<file path="src/rtl/instr_encoder_loader.sv">
// Packs MIPS instruction fields into 32-bit words and streams them into imem.
// Optional feature: define ENC_CHECKSUM_EN for a running XOR checksum port.
module instr_encoder_loader #(
  parameter int unsigned AW    = 10,
  parameter int unsigned DEPTH = 1024
) (
  input  logic          clk,
  input  logic          rst_n,
  input  logic          start,
  input  logic [AW-1:0] base_addr,
  input  logic          in_valid,
  output logic          in_ready,
  input  logic [5:0]    in_opcode,
  input  logic [5:0]    in_funct,
  input  logic [4:0]    in_rs,
  input  logic [4:0]    in_rt,
  input  logic [4:0]    in_rd,
  input  logic [4:0]    in_shamt,
  input  logic [15:0]   in_imm,
  input  logic [25:0]   in_target,
  input  logic          in_last,
  output logic          imem_we,
  output logic [AW-1:0] imem_addr,
  output logic [31:0]   imem_wdata,
  output logic          busy,
  output logic          done,
  output logic          err_illegal,
  output logic          err_overflow,
`ifdef ENC_CHECKSUM_EN
  output logic [31:0]   checksum,
`endif
  output logic [AW:0]   word_count
);

  localparam int unsigned CW = AW + 1;
  localparam logic [CW-1:0] DEPTH_C = CW'(DEPTH);

  localparam logic [5:0] OP_RTYPE = 6'h00;
  localparam logic [5:0] OP_J     = 6'h02;
  localparam logic [5:0] OP_JAL   = 6'h03;
  localparam logic [5:0] OP_BEQ   = 6'h04;
  localparam logic [5:0] OP_BNE   = 6'h05;
  localparam logic [5:0] OP_ADDI  = 6'h08;
  localparam logic [5:0] OP_SLTI  = 6'h0A;
  localparam logic [5:0] OP_SLTIU = 6'h0B;
  localparam logic [5:0] OP_ANDI  = 6'h0C;
  localparam logic [5:0] OP_ORI   = 6'h0D;
  localparam logic [5:0] OP_XORI  = 6'h0E;
  localparam logic [5:0] OP_LUI   = 6'h0F;
  localparam logic [5:0] OP_LW    = 6'h23;
  localparam logic [5:0] OP_SW    = 6'h2B;

  typedef enum logic [1:0] {
    S_IDLE   = 2'd0,
    S_ACTIVE = 2'd1,
    S_FLUSH  = 2'd2,
    S_DONE   = 2'd3
  } state_e;

  state_e        state_q, state_d;
  logic [CW-1:0] count_q, count_d;
  logic [AW-1:0] base_q, base_d;
  logic [AW-1:0] addr_q, addr_d;
  logic [31:0]   wdata_q, wdata_d;
  logic          we_q, we_d;
  logic          ready_q, ready_d;
  logic          busy_q, busy_d;
  logic          done_q, done_d;
  logic          err_ill_q, err_ill_d;
  logic          err_ovf_q, err_ovf_d;

  logic          legal;
  logic [31:0]   enc_word;
  logic          xfer;

  // Field packer: format chosen by opcode class; unknown opcodes flagged illegal.
  always_comb begin
    legal    = 1'b1;
    enc_word = 32'h0;
    unique case (in_opcode)
      OP_RTYPE: enc_word = {OP_RTYPE, in_rs, in_rt, in_rd, in_shamt, in_funct};
      OP_J, OP_JAL: enc_word = {in_opcode, in_target};
      OP_ADDI, OP_ANDI, OP_ORI, OP_XORI, OP_SLTI, OP_SLTIU,
      OP_LUI, OP_LW, OP_SW, OP_BEQ, OP_BNE:
        enc_word = {in_opcode, in_rs, in_rt, in_imm};
      default: legal = 1'b0;
    endcase
  end

  // ready_q mirrors (state==ACTIVE && count<DEPTH) for the current cycle.
  assign xfer = in_valid & ready_q;

  always_comb begin
    state_d   = state_q;
    count_d   = count_q;
    base_d    = base_q;
    addr_d    = addr_q;
    wdata_d   = wdata_q;
    we_d      = 1'b0;
    err_ill_d = err_ill_q;
    err_ovf_d = err_ovf_q;
    unique case (state_q)
      S_IDLE, S_DONE: begin
        if (start) begin
          state_d   = S_ACTIVE;
          count_d   = '0;
          base_d    = base_addr;
          err_ill_d = 1'b0;
          err_ovf_d = 1'b0;
        end
      end
      S_ACTIVE: begin
        if (xfer) begin
          if (legal) begin
            we_d    = 1'b1;
            addr_d  = base_q + count_q[AW-1:0];
            wdata_d = enc_word;
            count_d = count_q + CW'(1);
          end else begin
            err_ill_d = 1'b1;
          end
          if (in_last) state_d = S_FLUSH;
        end else if (in_valid && (count_q == DEPTH_C)) begin
          state_d   = S_DONE;
          err_ovf_d = 1'b1;
        end
      end
      S_FLUSH: state_d = S_DONE;
      default: state_d = S_IDLE;
    endcase
    ready_d = (state_d == S_ACTIVE) && (count_d < DEPTH_C);
    busy_d  = (state_d == S_ACTIVE) || (state_d == S_FLUSH);
    done_d  = (state_d == S_DONE);
  end

  always_ff @(posedge clk or negedge rst_n) begin
    if (!rst_n) begin
      state_q   <= S_IDLE;
      count_q   <= '0;
      base_q    <= '0;
      addr_q    <= '0;
      wdata_q   <= '0;
      we_q      <= 1'b0;
      ready_q   <= 1'b0;
      busy_q    <= 1'b0;
      done_q    <= 1'b0;
      err_ill_q <= 1'b0;
      err_ovf_q <= 1'b0;
    end else begin
      state_q   <= state_d;
      count_q   <= count_d;
      base_q    <= base_d;
      addr_q    <= addr_d;
      wdata_q   <= wdata_d;
      we_q      <= we_d;
      ready_q   <= ready_d;
      busy_q    <= busy_d;
      done_q    <= done_d;
      err_ill_q <= err_ill_d;
      err_ovf_q <= err_ovf_d;
    end
  end

`ifdef ENC_CHECKSUM_EN
  logic [31:0] csum_q, csum_d;

  // Running XOR of every word actually written this session.
  always_comb begin
    csum_d = csum_q;
    if ((state_q == S_IDLE || state_q == S_DONE) && start) csum_d = '0;
    else if (state_q == S_ACTIVE && xfer && legal)         csum_d = csum_q ^ enc_word;
  end

  always_ff @(posedge clk or negedge rst_n) begin
    if (!rst_n) csum_q <= '0;
    else        csum_q <= csum_d;
  end

  assign checksum = csum_q;
`endif

  assign in_ready     = ready_q;
  assign imem_we      = we_q;
  assign imem_addr    = addr_q;
  assign imem_wdata   = wdata_q;
  assign busy         = busy_q;
  assign done         = done_q;
  assign err_illegal  = err_ill_q;
  assign err_overflow = err_ovf_q;
  assign word_count   = count_q;

endmodule

</file>
<file path="config.mk">
export PLATFORM = sky130hd
export DESIGN_NAME = instr_encoder_loader
export DESIGN_NICKNAME = d
export VERILOG_FILES = /design/src/rtl/instr_encoder_loader.sv
export SDC_FILE = /design/constraint.sdc
export NUM_CORES = 1
export LEC_CHECK = 0
export CAP_MARGIN = 30
export CORE_MARGIN = 3
export CORE_UTILIZATION = 25
export CTS_CLUSTER_SIZE = 28
export DETAILED_ROUTE_END_ITERATION = 6
export SLEW_MARGIN = 20
export SYNTH_ARGS = -nofsm -noshare
export SYNTH_HDL_FRONTEND = slang
export SYNTH_SLANG_ARGS = --single-unit
</file>
<file path="constraint.sdc">
create_clock -name clk -period 2.25 [get_ports clk]
set_clock_uncertainty 0.2 [all_clocks]
set_input_delay 0.675 -clock clk [delete_from_list [all_inputs] [get_ports clk]]
set_output_delay 0.675 -clock clk [all_outputs]
set_load 0.05 [all_outputs]
</file>
; ---- Word level (Yosys, flattened, before mapping)
; Index checks and enable logic that the tools add are counted.
; Widths: inputs -> output; s select.
[word_totals]
reg_bits = 71
inputBits = 89
wordCells = 75
[op_classes]
n_bitwise = 1
n_reduce_logical = 14
order_cmp = 1
addsub = 2
eq_ne = 25
mux = 21
[op_table]
columns = cell, count
row1 = $pmux 32 s3, 1
row2 = $eq 6x4->1 const B, 7
row3 = $mux 11, 3
row4 = $pmux 11 s2, 1
row5 = $reduce_or 14->1, 1
row6 = $eq 6x2->1 const B, 2
row7 = $eq 6x3->1 const B, 2
row8 = $eq 6x6->1 const B, 2
row9 = $add 11x1->11 const B, 1
row10 = $eq 11x11->1 const B, 1
row11 = $lt 11x11->1 const B, 1
row12 = $reduce_or 11->1, 1
row13 = $add 10x10->10, 1
row14 = $ne 2x2->1 const B, 5
row15 = $mux 1, 9
row16 = $eq 2x2->1 const B, 4
row17 = $mux 2, 4
row18 = $reduce_and 4->1, 2
row19 = $logic_not 6->1, 1
row20 = $pmux 2 s3, 1
row21 = $eq 2x1->1 const B, 2
row22 = $pmux 1 s2, 2
row23 = $reduce_or 2->1, 2
row24 = $reduce_and 3->1, 1
row25 = other kinds (6), 7

; ---- Longest topological paths before layout
; Gate-level depths: netlist of the first run.
[depth]
word_depth = 8
ltp_mapped = 10
mapped_depth_nobuf = 9

; ---- Worst setup path after synthesis of the first run
; Ideal clock, no wire load.
[synth_path]
kind = reg-to-reg
start = register count_q[2] (netlist: word_count[2])
end = register addr_q[8] (netlist: imem_addr[8])
required_time_ns = 1.924
arrival_time_ns = 2.300
path_slack_ns = -0.376
path_stages_with_launch = 7
path_cell_list = dfrtp_1 -> ha_1 -> nor2b_1 -> or3_1 -> a221oi_1 -> o21ai_0 -> a221o_1
[synth_via]
elab_chain_cells = 1
[synth_lines]
columns = item, line
row1 = start: declaration, 61  ; logic [CW-1:0] count_q, count_d;
row2 = start signal: assignment, 151  ; count_q <= count_d;
row3 = $add 10x10->10, 116  ; addr_d = base_q + count_q[AW-1:0];
row4 = end signal: assignment, 153  ; addr_q <= addr_d;
row5 = end: declaration, 63  ; logic [AW-1:0] addr_q, addr_d;
; Every way passes these cells.
; A chain may end at the register's enable or synchronous reset.

; ---- Worst setup path after layout of the first run
[layout_path]
start = register count_q[0] (netlist: word_count[0])
end = register addr_q[8] (netlist: imem_addr[8])
; The elaborated chain is that of the path after synthesis.

==> results.toml, run 1 <==
[synthesis]
synth_area_um2 = 3856
synthArstFlopShare = 1.000
syn_avg_cell_area_um2 = 9.713
ys_seq_area_frac = 0.4607
yosysWarningCount = 0
yosys.area.top_type = "dfrtp_1"
synth_edf_count = 0
ys_ff_latch = 71
postSynthCellCount = 397
synthDistinctLibCells = 57
synthTopCellsByArea = "dfrtp_1 46%, nand2_1 5.3%, ha_1 5.2%"
synth_nets = 503
synth_top_area_share = 0.4607
yosys_most_used_dff = "dfrtp_1"

[run_status]
status = "complete, but fails checks"
violations = "negative setup slack"

[worst_setup_path]
crit_arrival_ns = 2.28
crit_path_end_kind = "flip-flop"
crit_required_ns = 2.27
timing_worst_setup_path_type = "flip-flop to flip-flop"
critical_path.max_stage_delay_ns = 0.44
worstPathCellList = "ha_4 -> inv_2 -> fa_2 -> nor2b_2 -> or3_4 -> a221oi_4 -> o21ai_1 -> a221o_1"
cp-start-kind = "flip-flop"
rrSetupSlack_ns = -0.007
cp_max_fo = 3
slowest_stage = "dfrtp_2"

[route]
drt_wl_total_um = 12940
vias = 3868
via_per_inst = 5.023
drtAntennaViolNets = 0
drt-initial-drc-count = 247
drc_errors = 0
first_pass_iters = 5
wl_per_cell_um = 16.80

[cts]
clk_latency_ns = 0.34
cts_root_buffer = "clkbuf_16"
path_clk_slew_ns = 0.06
cts_sinks = 71
clock_path_buffers = 2
cts-buffers-inserted = 9
htree_levels = 3
cts_tree = "built"

[global_routing]
grtUsageTotal = 0.1486
grt_max_degree = 62
grt_pass1_wl_um = 19750
antenna_found_initial = 0
overflow = 0
grt_pass1_vias = 3788

[place]
place_hpwl_um = 9820
port-buffer-count = 147
gp_congestion = 0.9123

[timing]
fmaxAchievable_mhz = 443.1
drv_slew = 0
hold_ws_ns = 0.2696
setup_viol = 1
relSlewSlack = 0.6899
setup_slack_ns = -0.006906
tns_ns = -0.006906
final_hold_viol_count = 0
fin_crit_sh = 1.003
grt_setup_unrepaired = "true"
min_period_ns = 2.257
worstMarginPinSlew_ns = 0.4616

[cells_and_area]
nNetsFinal = 687
synthToLayoutAreaGrowth_pct = 63.27
antenna-diode-count = 0
drive_above_1_share = 0.2935
layout_common_cells = "93 x buf_4, 80 x clkdlybuf4s50_1, 65 x dfrtp_1"
final_common_cell = "buf_4"

[power_and_ir_drop]
power.total_mw = 7.249
peakVddDrop_uv = 648.6
power_density_nw_per_um2 = 1151
p_leak_nw = 2.837

[floorplan]
die_w_um = 130.2
coreArea_um2 = 14810
num_rows = 44
start_util = 0.2604
io_pins = 148
dieArea_um2 = 16950
die_h_um = 130.2

[min_path]
hold_path.class = "flip-flop to flip-flop"

[job]
maxCapViolations = 0
registers in the layout, indices dropped and copies added (netlist names):
signal	flops
imem_wdata	32
word_count	11
base_q	10
imem_addr	10
state_q	2
busy	1
done	1
err_illegal	1
err_overflow	1
imem_we	1
in_ready	1
path summary, 6_finish.rpt:
| path | startpoint | to | cells past startpoint |
|---|---|---|---|
| worst min-delay path | imem_wdata[27]$_DFFE_PN0P_ | imem_wdata[27]$_DFFE_PN0P_ | 2 |
| worst max-delay path | word_count[0]$_DFFE_PN0P_ | imem_addr[8]$_DFFE_PN0P_ | 8 |
| worst min register to register | imem_wdata[27]$_DFFE_PN0P_ | imem_wdata[27]$_DFFE_PN0P_ | 2 |
| worst max register to register | word_count[0]$_DFFE_PN0P_ | imem_addr[8]$_DFFE_PN0P_ | 8 |
| min in group asynchronous | rst_n | base_q[4]$_DFFE_PN0P_ | 2 |
| max in group asynchronous | rst_n | word_count[0]$_DFFE_PN0P_ | 3 |
per-layer routing:
layer | vias to the layer above | GRT usage | part of all wire
met3 | 9 | 0.05649 | 0.11
met2 | 174 | 0.2468 | 0.47
met5 | - | 0 | 0
met4 | 0 | 0.03301 | 0.0066
li1 | 1855 | - | -
met1 | 1830 | 0.1838 | 0.42
report_power, final:
part           internal [mW]  switching, mW  leakage [nW]
Sequential              1.74          0.290         0.909
Clock                  0.984          0.580         0.157
Combinational           1.34           2.32          1.77
Total                   4.06           3.19          2.84
area by class of cell:
cell class	instances	area, um^2
Inverter	10	37.54
Clock inverter	7	102.6
Timing Repair Buffer	197	1858
Tap cell	184	230.2
Fill cell	1376	8513
Multi-Input combinational cell	292	2058
Sequential cell	71	1784
Clock buffer	9	225.2
what timing repair did:
action	4_1_cts	5_1_grt
gates cloned	0	1
pin swaps	3	7
setup endpoints to repair	45	28
buffers inserted	3	2
gates resized for setup	15	23
hold endpoints to repair	10	0
hold buffers	1	0
logic make-up after synthesis:
group / Yosys count / synth area share
and+or+nand+nor: 153 / 0.1999
AOI/OAI and AO/OA: 105 / 0.1963
DFF: 71 / 0.4607
buffers and inverters: 34 / 0.04055
adders and majority gates: 17 / 0.05711
muxes: 11 / 0.03180
xor gates and xnor gates: 6 / 0.01363
critical path, delay by kind of cell (launching register included):
kind	cells	cell delay, ns
and+or+nand+nor	2	0.38
DFF	1	0.44
AOI/OAI and AO/OA	3	0.69
buffers and inverters	1	0.05
adders and majority gates	2	0.38
Yosys cell counts (5+ instances only):
library cell,instances
dfrtp_1,71
nand2_1,54
nor2_1,38
o21ai_0,19
a222oi_1,16
ha_1,16
a21oi_1,15
clkbuf_1,14
a221oi_1,11
mux2_2,10
inv_1,9
o211ai_1,9
nand3_1,7
nor2b_1,7
o21ai_1,7
a21o_1,5
and3_1,5
buf_2,5
nand4_1,5
per-stage QoR:
stage / instance area, um^2 / utilization / cells / setup slack [ns]
floorplan: 3895 / - / 397 / -0.08081
global placement: 5788 / 0.3908 / 747 / -0.6316
detailed placement: 5788 / 0.3908 / 747 / -0.7386
CTS: 6213 / 0.4196 / 767 / 0.001436
global route: 6296 / 0.4251 / 770 / -0.09359
finish: 6296 / 0.4251 / 770 / -0.006906
No activity file was read; power rests on OpenSTA's default activity.
==> run 2, diff against run 1 <==
--- a/config.mk
+++ b/config.mk
@@ -5,11 +5,12 @@
 export SDC_FILE = /design/constraint.sdc
 export NUM_CORES = 1
 export LEC_CHECK = 0
-export CAP_MARGIN = 30
+export CAP_MARGIN = 25
 export CORE_MARGIN = 3
 export CORE_UTILIZATION = 25
 export CTS_CLUSTER_SIZE = 28
 export DETAILED_ROUTE_END_ITERATION = 6
+export SKIP_CTS_REPAIR_TIMING = 1
 export SLEW_MARGIN = 20
 export SYNTH_ARGS = -nofsm -noshare
 export SYNTH_HDL_FRONTEND = slang
==> run 2 against run 1 <==
- worst hold slack got worse by 0.00052 ns
- global-route usage fell by 0.087 points
- largest power group unchanged
- worst setup slack improved by 0.025 ns
- the run now ends clean
- register-to-register slack improved by 0.03 ns
- sequential share of layout area fell by 0.056 points
==> results.toml, run 2 (synthesis results as in run 1) <==
[worst_setup_path]
crit_required_ns = 2.27
critical_path.max_stage_delay_ns = 0.44
r2r-start = "word_count[0]$_DFFE_PN0P_"
cp-start-kind = "flip-flop"
cp_max_fo = 3
timing_worst_setup_path_type = "flip-flop to flip-flop"
worstPathCellList = "ha_4 -> inv_2 -> fa_2 -> nor2b_2 -> or3_4 -> a221oi_4 -> o21ai_1 -> a221o_1"
path_delay_family = "compound AO/OA/AOI/OAI gates"
crit_arrival_ns = 2.26
cp-startpoint = "word_count[0]$_DFFE_PN0P_"
crit_path_end_kind = "flip-flop"
slowest_stage = "dfrtp_2"
crit_buf_inv = 1

[timing]
fmaxAchievable_mhz = 448.1
fin_crit_sh = 0.9919
grt_setup_unrepaired = "true"
relSlewSlack = 0.7033
setup_viol = 0
final_hold_viol_count = 0
drv_slew = 0
min_period_ns = 2.232
worstMarginPinSlew_ns = 0.4416

[min_path]
hold_path.class = "flip-flop to flip-flop"
holdCritStartpoint = "imem_wdata[27]$_DFFE_PN0P_"

[cells_and_area]
final_common_cell = "buf_4"
seq_area_um2 = 1784
antenna-diode-count = 0
final_util = 0.4260
fin_cells = 767
nNetsFinal = 684
fin_area_um2 = 6309
synthToLayoutAreaGrowth_pct = 63.60
nFillCells = 1373
largest_reg_flops = 32
drive_above_1_share = 0.2864
multi_input_area_um2 = 2068
layout_common_cells = "92 x buf_4, 80 x clkdlybuf4s50_1, 65 x dfrtp_1"

[floorplan]
io_pins = 148
coreArea_um2 = 14810
die_w_um = 130.2
dieArea_um2 = 16950
die_h_um = 130.2
num_rows = 44
start_util = 0.2604

[place]
port-buffer-count = 147
placedCellCount = 747
place_hpwl_um = 9820
gp_congestion = 0.9123
dpl_cell_area_um2 = 5788

[global_routing]
grt_pass1_wl_um = 19610
overflow = 0
grtUsageTotal = 0.1477
antenna_found_initial = 0
grt_pass1_vias = 3800
grt_max_degree = 62

[route]
wl_per_cell_um = 16.72
drt_wl_total_um = 12820
vias = 3878
via_per_inst = 5.056
drc_errors = 0
wl_met1_um = 5394
wl_met3_um = 1387
first_pass_iters = 4
top_layer_used = "met4"
wl_met2_um = 5939
drt-initial-drc-count = 208
drtAntennaViolNets = 0

[power_and_ir_drop]
peakVddDrop_uv = 662.3
p_leak_nw = 2.869
power_density_nw_per_um2 = 1150

[cts]
htree_levels = 3
cts_tree = "built"
path_clk_slew_ns = 0.06
cts-buffers-inserted = 9
clk_latency_ns = 0.34
cts_root_buffer = "clkbuf_16"
cts_sinks = 71
clock_path_buffers = 2

[job]
maxCapViolations = 0

[run_status]
status = "complete, no violations"
run 2: cell type report:
type | instances | area share
Multi-Input combinational cell | 292 | 0.3278
Timing Repair Buffer | 194 | 0.2949
Sequential cell | 71 | 0.2828
Tap cell | 184 | 0.03649
Clock buffer | 9 | 0.03570
Clock inverter | 7 | 0.01626
Inverter | 10 | 0.005950
run 2: worst reg2reg max path, cell delays in order, from the launching register on:
cell and delay [ns]:
dfrtp_2 0.44, ha_4 0.17, inv_2 0.05, fa_2 0.21, nor2b_2 0.05, or3_4 0.33, a221oi_4 0.25, o21ai_1 0.10
a221o_1 0.31
run 2: path summary, 6_finish.rpt:
check	endpoint	slack (ns)	cells after the start
worst max-delay path	imem_addr[8]$_DFFE_PN0P_	0.02	8
min in group asynchronous	base_q[4]$_DFFE_PN0P_	0.51	2
worst min-delay path	imem_wdata[27]$_DFFE_PN0P_	0.27	2
worst max register to register	imem_addr[8]$_DFFE_PN0P_	0.02	8
max in group asynchronous	word_count[0]$_DFFE_PN0P_	0.77	3
worst min register to register	imem_wdata[27]$_DFFE_PN0P_	0.27	2
run 2: stage by stage:
step	hold slack, ns	TNS (ns)	worst slack [ns]	total power [mW]
finish	0.2690	0	0.01828	7.256
global route	0.3081	-0.1601	-0.06507	7.685
CTS	-0.03634	-8.710	-0.3679	7.282
detailed placement	0.2610	-28.41	-0.7386	5.672
global placement	0.2567	-26.07	-0.6316	5.633
floorplan	0.1794	-0.08081	-0.08081	4.322
run 2: routing by layer:
| metal | vias to the layer above | track usage |
|---|---|---|
| met2 | 174 | 0.2450 |
| met1 | 1842 | 0.1820 |
| met5 | - | 0 |
| met4 | 0 | 0.03484 |
| met3 | 13 | 0.05649 |
| li1 | 1849 | - |
run 2: where the power goes:
part           internal, mW  total [mW]  switching (mW)  leakage, nW
clock network         0.984        1.56           0.580        0.157
registers              1.74        2.03           0.294        0.909
logic                  1.35        3.66            2.31         1.80
